<file path="src/rtl/csr_pkg.sv">
// -----------------------------------------------------------------------------
// csr_pkg
// Shared definitions for the CSR snapshot read path:
//   - csr_rd_state_t : read FSM state encoding
//   - CSR_BUS_WIDTH  : default CSR read data width
//   - clog2_min1     : ceil(log2(n)), never less than 1 (sizes the word index)
// -----------------------------------------------------------------------------
package csr_pkg;

  typedef enum logic [1:0] {
    ST_IDLE    = 2'd0,
    ST_CAPTURE = 2'd1,
    ST_WAIT    = 2'd2,
    ST_RESPOND = 2'd3
  } csr_rd_state_t;

  localparam int CSR_BUS_WIDTH = 32;

  // ceil(log2(n)) with a floor of 1 so a single-word value still gets a 1-bit index
  function automatic int clog2_min1(input int n);
    int r;
    r = 0;
    for (int i = 0; i < 31; i++) begin
      r = ((32'sd1 <<< i) < n) ? (i + 1) : r;
    end
    return (r < 1) ? 1 : r;
  endfunction

endpackage

</file>
<file path="src/rtl/csr_snapshot_read.sv">
// -----------------------------------------------------------------------------
// csr_snapshot_read
// Serves a wide live status value to the CSR read mux as a series of
// BUS_WIDTH words. Reading word 0 captures a coherent snapshot of the whole
// value; higher words are served from that snapshot so a multi-word read of
// a running counter never tears.
//
// Ports (single clock domain cclk, synchronous active-high reset):
//   cclk               in   clock
//   rst_cclk           in   reset; drops any in-flight read without an ack
//   status_cclk        in   [WIDTH]     live status value
//   status_valid_cclk  in   status_cclk is coherent this cycle
//   rd_strobe_cclk     in   single-cycle read request (ignored unless idle)
//   rd_word_cclk       in   [WIDX]      word index, sampled with the strobe
//   rd_wait_cclk       out  read in progress
//   rd_ack_cclk        out  one-cycle response pulse
//   rd_data_cclk       out  [BUS_WIDTH] response data, held until next ack
//   rd_err_cclk        out  error qualifier, valid with rd_ack_cclk
//
// Build option:
//   CSR_RD_TIMEOUT_EN  when defined, CAPTURE gives up after TIMEOUT cycles
//                      without status_valid_cclk and answers with an error.
//                      When undefined, CAPTURE waits indefinitely.
// -----------------------------------------------------------------------------
module csr_snapshot_read
  import csr_pkg::*;
#(
  parameter int  WIDTH       = 64,
  parameter int  BUS_WIDTH   = CSR_BUS_WIDTH,
  parameter int  WAIT_CYCLES = 0,
  parameter int  TIMEOUT     = 1023,
  localparam int NWORDS      = WIDTH / BUS_WIDTH,
  localparam int WIDX        = clog2_min1(NWORDS)
) (
  input  logic                 cclk,
  input  logic                 rst_cclk,
  input  logic [WIDTH-1:0]     status_cclk,
  input  logic                 status_valid_cclk,
  input  logic                 rd_strobe_cclk,
  input  logic [WIDX-1:0]      rd_word_cclk,
  output logic                 rd_wait_cclk,
  output logic                 rd_ack_cclk,
  output logic [BUS_WIDTH-1:0] rd_data_cclk,
  output logic                 rd_err_cclk
);

  localparam logic [7:0]    WAIT_INIT = 8'(WAIT_CYCLES);
  localparam logic [WIDX:0] NWORDS_L  = (WIDX + 1)'(NWORDS);

  // ---------------------------------------------------------------------------
  // State and datapath registers
  // ---------------------------------------------------------------------------
  csr_rd_state_t         r_state;
  logic [WIDX-1:0]       r_widx;
  logic [7:0]            r_wait_cnt;
  logic [WIDTH-1:0]      r_snap;
  logic                  r_ack;
  logic                  r_wait;
  logic [BUS_WIDTH-1:0]  r_data;
  logic                  r_err;

  csr_rd_state_t         w_state_nxt;
  logic [WIDX-1:0]       w_widx_nxt;
  logic [7:0]            w_wait_cnt_nxt;
  logic [WIDTH-1:0]      w_snap_nxt;
  logic                  w_timeout;
  logic                  w_in_range;
  logic [BUS_WIDTH-1:0]  w_word;
  logic                  w_ack_nxt;
  logic                  w_wait_nxt;
  logic [BUS_WIDTH-1:0]  w_data_nxt;
  logic                  w_err_nxt;

`ifdef CSR_RD_TIMEOUT_EN
  localparam int            TO_W    = clog2_min1(TIMEOUT);
  localparam logic [TO_W-1:0] TO_LAST = TO_W'(TIMEOUT - 1);
  logic [TO_W-1:0]          r_to_cnt;
  logic [TO_W-1:0]          w_to_cnt_nxt;
`else
  // TIMEOUT has no function when the capture timeout is compiled out
  logic                     w_unused_timeout;
  assign w_unused_timeout = ^TIMEOUT;
`endif

  // State register plus all registered datapath and outputs
  always_ff @(posedge cclk) begin
    if (rst_cclk) begin
      r_state    <= ST_IDLE;
      r_widx     <= {WIDX{1'b0}};
      r_wait_cnt <= 8'd0;
      r_snap     <= {WIDTH{1'b0}};
      r_ack      <= 1'b0;
      r_wait     <= 1'b0;
      r_data     <= {BUS_WIDTH{1'b0}};
      r_err      <= 1'b0;
`ifdef CSR_RD_TIMEOUT_EN
      r_to_cnt   <= {TO_W{1'b0}};
`endif
    end else begin
      r_state    <= w_state_nxt;
      r_widx     <= w_widx_nxt;
      r_wait_cnt <= w_wait_cnt_nxt;
      r_snap     <= w_snap_nxt;
      r_ack      <= w_ack_nxt;
      r_wait     <= w_wait_nxt;
      r_data     <= w_data_nxt;
      r_err      <= w_err_nxt;
`ifdef CSR_RD_TIMEOUT_EN
      r_to_cnt   <= w_to_cnt_nxt;
`endif
    end
  end

  // Next-state and datapath update logic
  // The CAPTURE cycle that takes the snapshot also consumes one wait slot, so
  // word 0 and word n both answer WAIT_CYCLES+2 cycles after the strobe when
  // status is valid straight away.
  always_comb begin
    w_state_nxt    = r_state;
    w_widx_nxt     = r_widx;
    w_wait_cnt_nxt = r_wait_cnt;
    w_snap_nxt     = r_snap;
    w_timeout      = 1'b0;
`ifdef CSR_RD_TIMEOUT_EN
    w_to_cnt_nxt   = r_to_cnt;
`endif
    case (r_state)
      ST_IDLE: begin
        if (rd_strobe_cclk) begin
          w_widx_nxt     = rd_word_cclk;
          w_wait_cnt_nxt = WAIT_INIT;
`ifdef CSR_RD_TIMEOUT_EN
          w_to_cnt_nxt   = {TO_W{1'b0}};
`endif
          if (rd_word_cclk == {WIDX{1'b0}}) begin
            w_state_nxt = ST_CAPTURE;
          end else begin
            w_state_nxt = ST_WAIT;
          end
        end else begin
          w_state_nxt = ST_IDLE;
        end
      end
      ST_CAPTURE: begin
        if (status_valid_cclk) begin
          w_snap_nxt = status_cclk;
          if (r_wait_cnt == 8'd0) begin
            w_state_nxt = ST_RESPOND;
          end else begin
            w_wait_cnt_nxt = r_wait_cnt - 8'd1;
            w_state_nxt    = ST_WAIT;
          end
        end else begin
`ifdef CSR_RD_TIMEOUT_EN
          if (r_to_cnt == TO_LAST) begin
            w_timeout   = 1'b1;
            w_state_nxt = ST_RESPOND;
          end else begin
            w_to_cnt_nxt = r_to_cnt + {{(TO_W-1){1'b0}}, 1'b1};
            w_state_nxt  = ST_CAPTURE;
          end
`else
          w_state_nxt = ST_CAPTURE;
`endif
        end
      end
      ST_WAIT: begin
        if (r_wait_cnt == 8'd0) begin
          w_state_nxt = ST_RESPOND;
        end else begin
          w_wait_cnt_nxt = r_wait_cnt - 8'd1;
          w_state_nxt    = ST_WAIT;
        end
      end
      ST_RESPOND: begin
        w_state_nxt = ST_IDLE;
      end
      default: begin
        w_state_nxt = ST_IDLE;
      end
    endcase
  end

  // Word-select mux over the snapshot as it will stand after this cycle, so a
  // capture that goes straight to RESPOND returns the freshly captured word
  always_comb begin
    w_in_range = ({1'b0, r_widx} < NWORDS_L);
    w_word     = {BUS_WIDTH{1'b0}};
    for (int i = 0; i < NWORDS; i++) begin
      w_word = (r_widx == i[WIDX-1:0]) ? w_snap_nxt[i*BUS_WIDTH +: BUS_WIDTH] : w_word;
    end
  end

  // Output logic: values registered for the cycle the FSM is entering
  always_comb begin
    w_ack_nxt  = (w_state_nxt == ST_RESPOND);
    w_wait_nxt = (w_state_nxt == ST_CAPTURE) || (w_state_nxt == ST_WAIT);
    w_err_nxt  = 1'b0;
    w_data_nxt = r_data;
    if (w_ack_nxt) begin
      if (w_timeout || !w_in_range) begin
        w_err_nxt  = 1'b1;
        w_data_nxt = {BUS_WIDTH{1'b0}};
      end else begin
        w_err_nxt  = 1'b0;
        w_data_nxt = w_word;
      end
    end else begin
      w_err_nxt  = 1'b0;
      w_data_nxt = r_data;
    end
  end

  assign rd_ack_cclk  = r_ack;
  assign rd_wait_cclk = r_wait;
  assign rd_data_cclk = r_data;
  assign rd_err_cclk  = r_err;

endmodule
</file>
<file path="config.mk">
export PLATFORM = sky130hd
export DESIGN_NAME = csr_snapshot_read
export DESIGN_NICKNAME = d
export VERILOG_FILES = /design/src/rtl/csr_pkg.sv /design/src/rtl/csr_snapshot_read.sv
export SDC_FILE = /design/constraint.sdc
export NUM_CORES = 1
export LEC_CHECK = 0
export ABC_CLOCK_PERIOD_IN_PS = 4500
export BUFFER_PORTS_ARGS = -buffer_cell sky130_fd_sc_hd__buf_2
export CORE_UTILIZATION = 45
export DETAILED_ROUTE_END_ITERATION = 16
export PLACE_DENSITY_LB_ADDON = 0.1
export SLEW_MARGIN = 20
export SYNTH_ARGS = -nofsm -noshare
export SYNTH_HDL_FRONTEND = slang
export SYNTH_SLANG_ARGS = --single-unit
</file>
<file path="constraint.sdc">
create_clock -name cclk -period 4.5 [get_ports cclk]
set_input_delay 0.225 -clock cclk [delete_from_list [all_inputs] [get_ports cclk]]
set_output_delay 0.225 -clock cclk [all_outputs]
set_load 0.01 [all_outputs]
</file>
==> impl_table.tex <==
\begin{tabular}{lr}
\hline
Metric & Value \\
\hline
\multicolumn{2}{l}{\textbf{Timing}} \\
\quad Final count of pins violating max slew & 0 \\
\quad Highest clock rate & 0.403 GHz \\
\quad Total count of hold-check failures in the final report & 0 \\
\quad Final clock skew & 0.0168 ns \\
\quad Relative max-transition margin & 40.2\% \\
\quad Setup tns final & 0 ns \\
\quad Slew at the pin with the worst max-slew slack & 0.898 ns \\
\quad Final setup violation count & 0 \\
\quad Post-layout minimum cycle time & 2.48 ns \\
\quad Setup repair after global routing missed its margin & no \\
\quad Final period utilization & 55.2\% \\
\multicolumn{2}{l}{\textbf{Cells and area}} \\
\quad Post-layout utilization of the core & 53.6\% \\
\quad Filler cell count in the final layout & 1013 \\
\quad Growth of design area from synthesis to finish & 15.3\% \\
\quad Diodes inserted & 0 \\
\quad Nets & 661 \\
\quad Commonest cells after routing, fill and taps aside & nand2\_1, dfxtp\_1, buf\_2, a21oi\_1, nor2\_1 \\
\quad Most common cell after layout, fill and taps aside & nand2\_1 \\
\quad Layout cell share with drive strength beyond 1 & 27.1\% \\
\multicolumn{2}{l}{\textbf{Synthesis}} \\
\quad Total of warnings raised by yosys & 0 \\
\quad Post-synth cell types & 38 \\
\quad Area of the mapped netlist & 4820 um\^{}2 \\
\quad Async set-or-reset flop fraction in the synthesized netlist & 0\% \\
\quad Synthesized net count & 583 \\
\quad Count of state elements after synthesis & 109 \\
\quad Post-synth top flop & dfxtp\_1 \\
\quad Mapped Cells & 508 \\
\quad Mean post-synth cell area & 9.48 um\^{}2 \\
\quad Number of enable-type register cells in the synthesized netlist & 0 \\
\quad Sequential share of the synthesized area & 45.3\% \\
\multicolumn{2}{l}{\textbf{Placed design}} \\
\quad Weighted congestion reported at the end of routability-driven placement & 0.775 \\
\quad Estimated wirelength of the detail-placed design & 6.59 mm \\
\quad Count of buffers inserted at the top-level ports & 102 \\
\multicolumn{2}{l}{\textbf{Worst setup path}} \\
\quad Critical path endpoint category & flop \\
\quad Required @ worst endpoint & 4.73 ns \\
\quad Crit path DAT & 2.71 ns \\
\quad Category of the worst setup path launch point & flop \\
\quad Maximum fanout along the worst path & 51 \\
\quad Setup Crit Path Kind & flop to flop \\
\multicolumn{2}{l}{\textbf{Min path}} \\
\quad Kind of path behind the tightest hold check & primary input to flop \\
\multicolumn{2}{l}{\textbf{Floorplan}} \\
\quad Starting Density & 46.5\% \\
\quad Number of top-level pins & 104 \\
\quad Die span in y & 105 um \\
\quad Floorplan row count & 37 \\
\quad Width of the chip & 105 um \\
\quad Die area & 11100 um\^{}2 \\
\quad Std-Cell Core Area & 10400 um\^{}2 \\
\multicolumn{2}{l}{\textbf{Power}} \\
\quad Power density normalized to cell area & 380 nW/um\^{}2 \\
\quad Static leakage & 2.11 nW \\
\quad Peak supply drop & 0.184 mV \\
\multicolumn{2}{l}{\textbf{CTS}} \\
\quad CTS Buf Count & 9 \\
\quad Number of setup buffers added after CTS & 0 \\
\quad Maximum count of clock buffers along a single path & 2 \\
\quad Clock slew seen by the registers of the worst setup and hold paths & 0.10 ns \\
\quad Worst-skew pair later-pin latency & 0.36 ns \\
\quad Hold-fix buffers at CTS & 0 \\
\quad Resized Gates After CTS & 0 \\
\quad Root cell of the clock tree & clkbuf\_8 \\
\quad CTS tree & yes \\
\quad Clock H-tree levels & 3 \\
\quad Clock sinks & 109 \\
\multicolumn{2}{l}{\textbf{Global routing}} \\
\quad Maximum number of pins on one net before global-route repair & 59 \\
\quad First-pass GRT wire length & 16.4 mm \\
\quad Initial antenna violation count & 0 \\
\quad Number of global-route vias before repair & 3474 \\
\quad Tot GR Track Use & 18.3\% \\
\quad Sum of overflow across all layers after global routing & 0 \\
\multicolumn{2}{l}{\textbf{Route}} \\
\quad Post-detailed-route via-to-cell ratio & 5.18 \\
\quad Routed vias & 3760 \\
\quad Detailed-route wire length & 10.0 mm \\
\quad \# DRC & 0 \\
\quad Number of search-and-repair iterations in the first detailed-routing pass & 4 \\
\quad Residual antenna-violating net count after detailed routing & 0 \\
\quad 1st-iter DRT viols & 137 \\
\quad Routed len/inst & 13.8 um \\
\multicolumn{2}{l}{\textbf{Run status}} \\
\quad Run status & finished clean \\
\multicolumn{2}{l}{\textbf{Run}} \\
\quad Max-cap check violation count & 0 \\
\hline
\end{tabular}
## report_power, final
part | leakage, nW | switching (mW) | total, mW | internal (mW)
Combinational | 1.14 | 0.231 | 0.438 | 0.207
Clock | 0.0927 | 0.321 | 0.593 | 0.272
Sequential | 0.883 | 0.0522 | 1.08 | 1.03
## metrics by stage
| stage | instance area [um^2] | power (mW) | setup WS, ns | hold WS, ns | cells |
|---|---|---|---|---|---|
| after CTS | 5550 | 2.13 | 1.75 | 0.0835 | 726 |
| after detailed placement | 5350 | 1.54 | 1.76 | 0.440 | 711 |
| after global placement | 5350 | 1.52 | 1.81 | 0.435 | 711 |
| after global routing | 5560 | 2.23 | 1.76 | 0.0879 | 726 |
| final | 5560 | 2.11 | 2.02 | 0.100 | 726 |
| after floorplan | 4820 | 1.43 | 2.19 | 0.361 | 508 |
## synth_stat cells (all sizes together) (3+ instances only)
cell	n	area share (%)
o31ai	4	0.73
buf	15	2.1
clkbuf	23	1.8
nand2b	3	0.39
mux4	32	15
ha	6	1.6
a211oi	3	0.47
or4	3	0.47
nand3	3	0.42
nor3	3	0.31
inv	8	0.62
mux2i	34	7.1
nor2	40	3.1
a21oi	70	7.3
dfxtp	109	45
nand2	132	10
## worst max-delay path: stages, from the launching register on
cell     delay, ns
dfxtp_1       0.32
inv_1         0.09
ha_1          0.26
and2_4        0.57
buf_12        0.34
mux4_2        0.55
mux2i_1       0.14
nor2_1        0.05
## routing by layer
metal  vias up  global-route usage, %  share of wire, %  routed length [um]
met5         -                      0                 0                   0
met4         0                   6.04               1.3                 129
met3        11                   3.59               4.3                 427
met2        80                   29.9                47                4690
met1      1775                   24.4                48                4770
li1       1894                      -                 -                   -
## registers in the layout (all words and copies together), names as in the netlist
name	cells
rd_wait_cclk	1
rd_data_cclk	32
r_widx	1
r_state	2
rd_ack_cclk	1
r_wait_cnt	8
r_snap	64
## path summary, 6_finish.rpt
path	from	end	slack [ns]	depth (start not counted)
min reg2reg	r_snap[57]	r_snap[57]	0.45	2
max reg2reg	r_state[1]	rd_data_cclk[0]	2.02	7
max	r_state[1]	rd_data_cclk[0]	2.02	7
min	status_cclk[5]	r_snap[5]	0.10	3
## final cells by class
cell class | instances | area, um^2 | area share (%)
Clock buffer | 12 | 145 | 2.61
Clock inverter | 3 | 46.3 | 0.833
Sequential cell | 109 | 2180 | 39.3
Timing Repair Buffer | 105 | 548 | 9.86
Tap cell | 136 | 170 | 3.06
Inverter | 8 | 30.0 | 0.541
Multi-Input combinational cell | 353 | 2430 | 43.8
## cells by family after synthesis
family                     synth area share [%]
DFF                                        45.3
adders and majority gates                  1.56
other                                    0.0778
muxes                                      22.3
AOI/OAI and AO/OA                          9.40
and+or+nand+nor                            16.9
buffers and inverters                      4.54
Note: power is estimated with default switching activity, not from simulation.
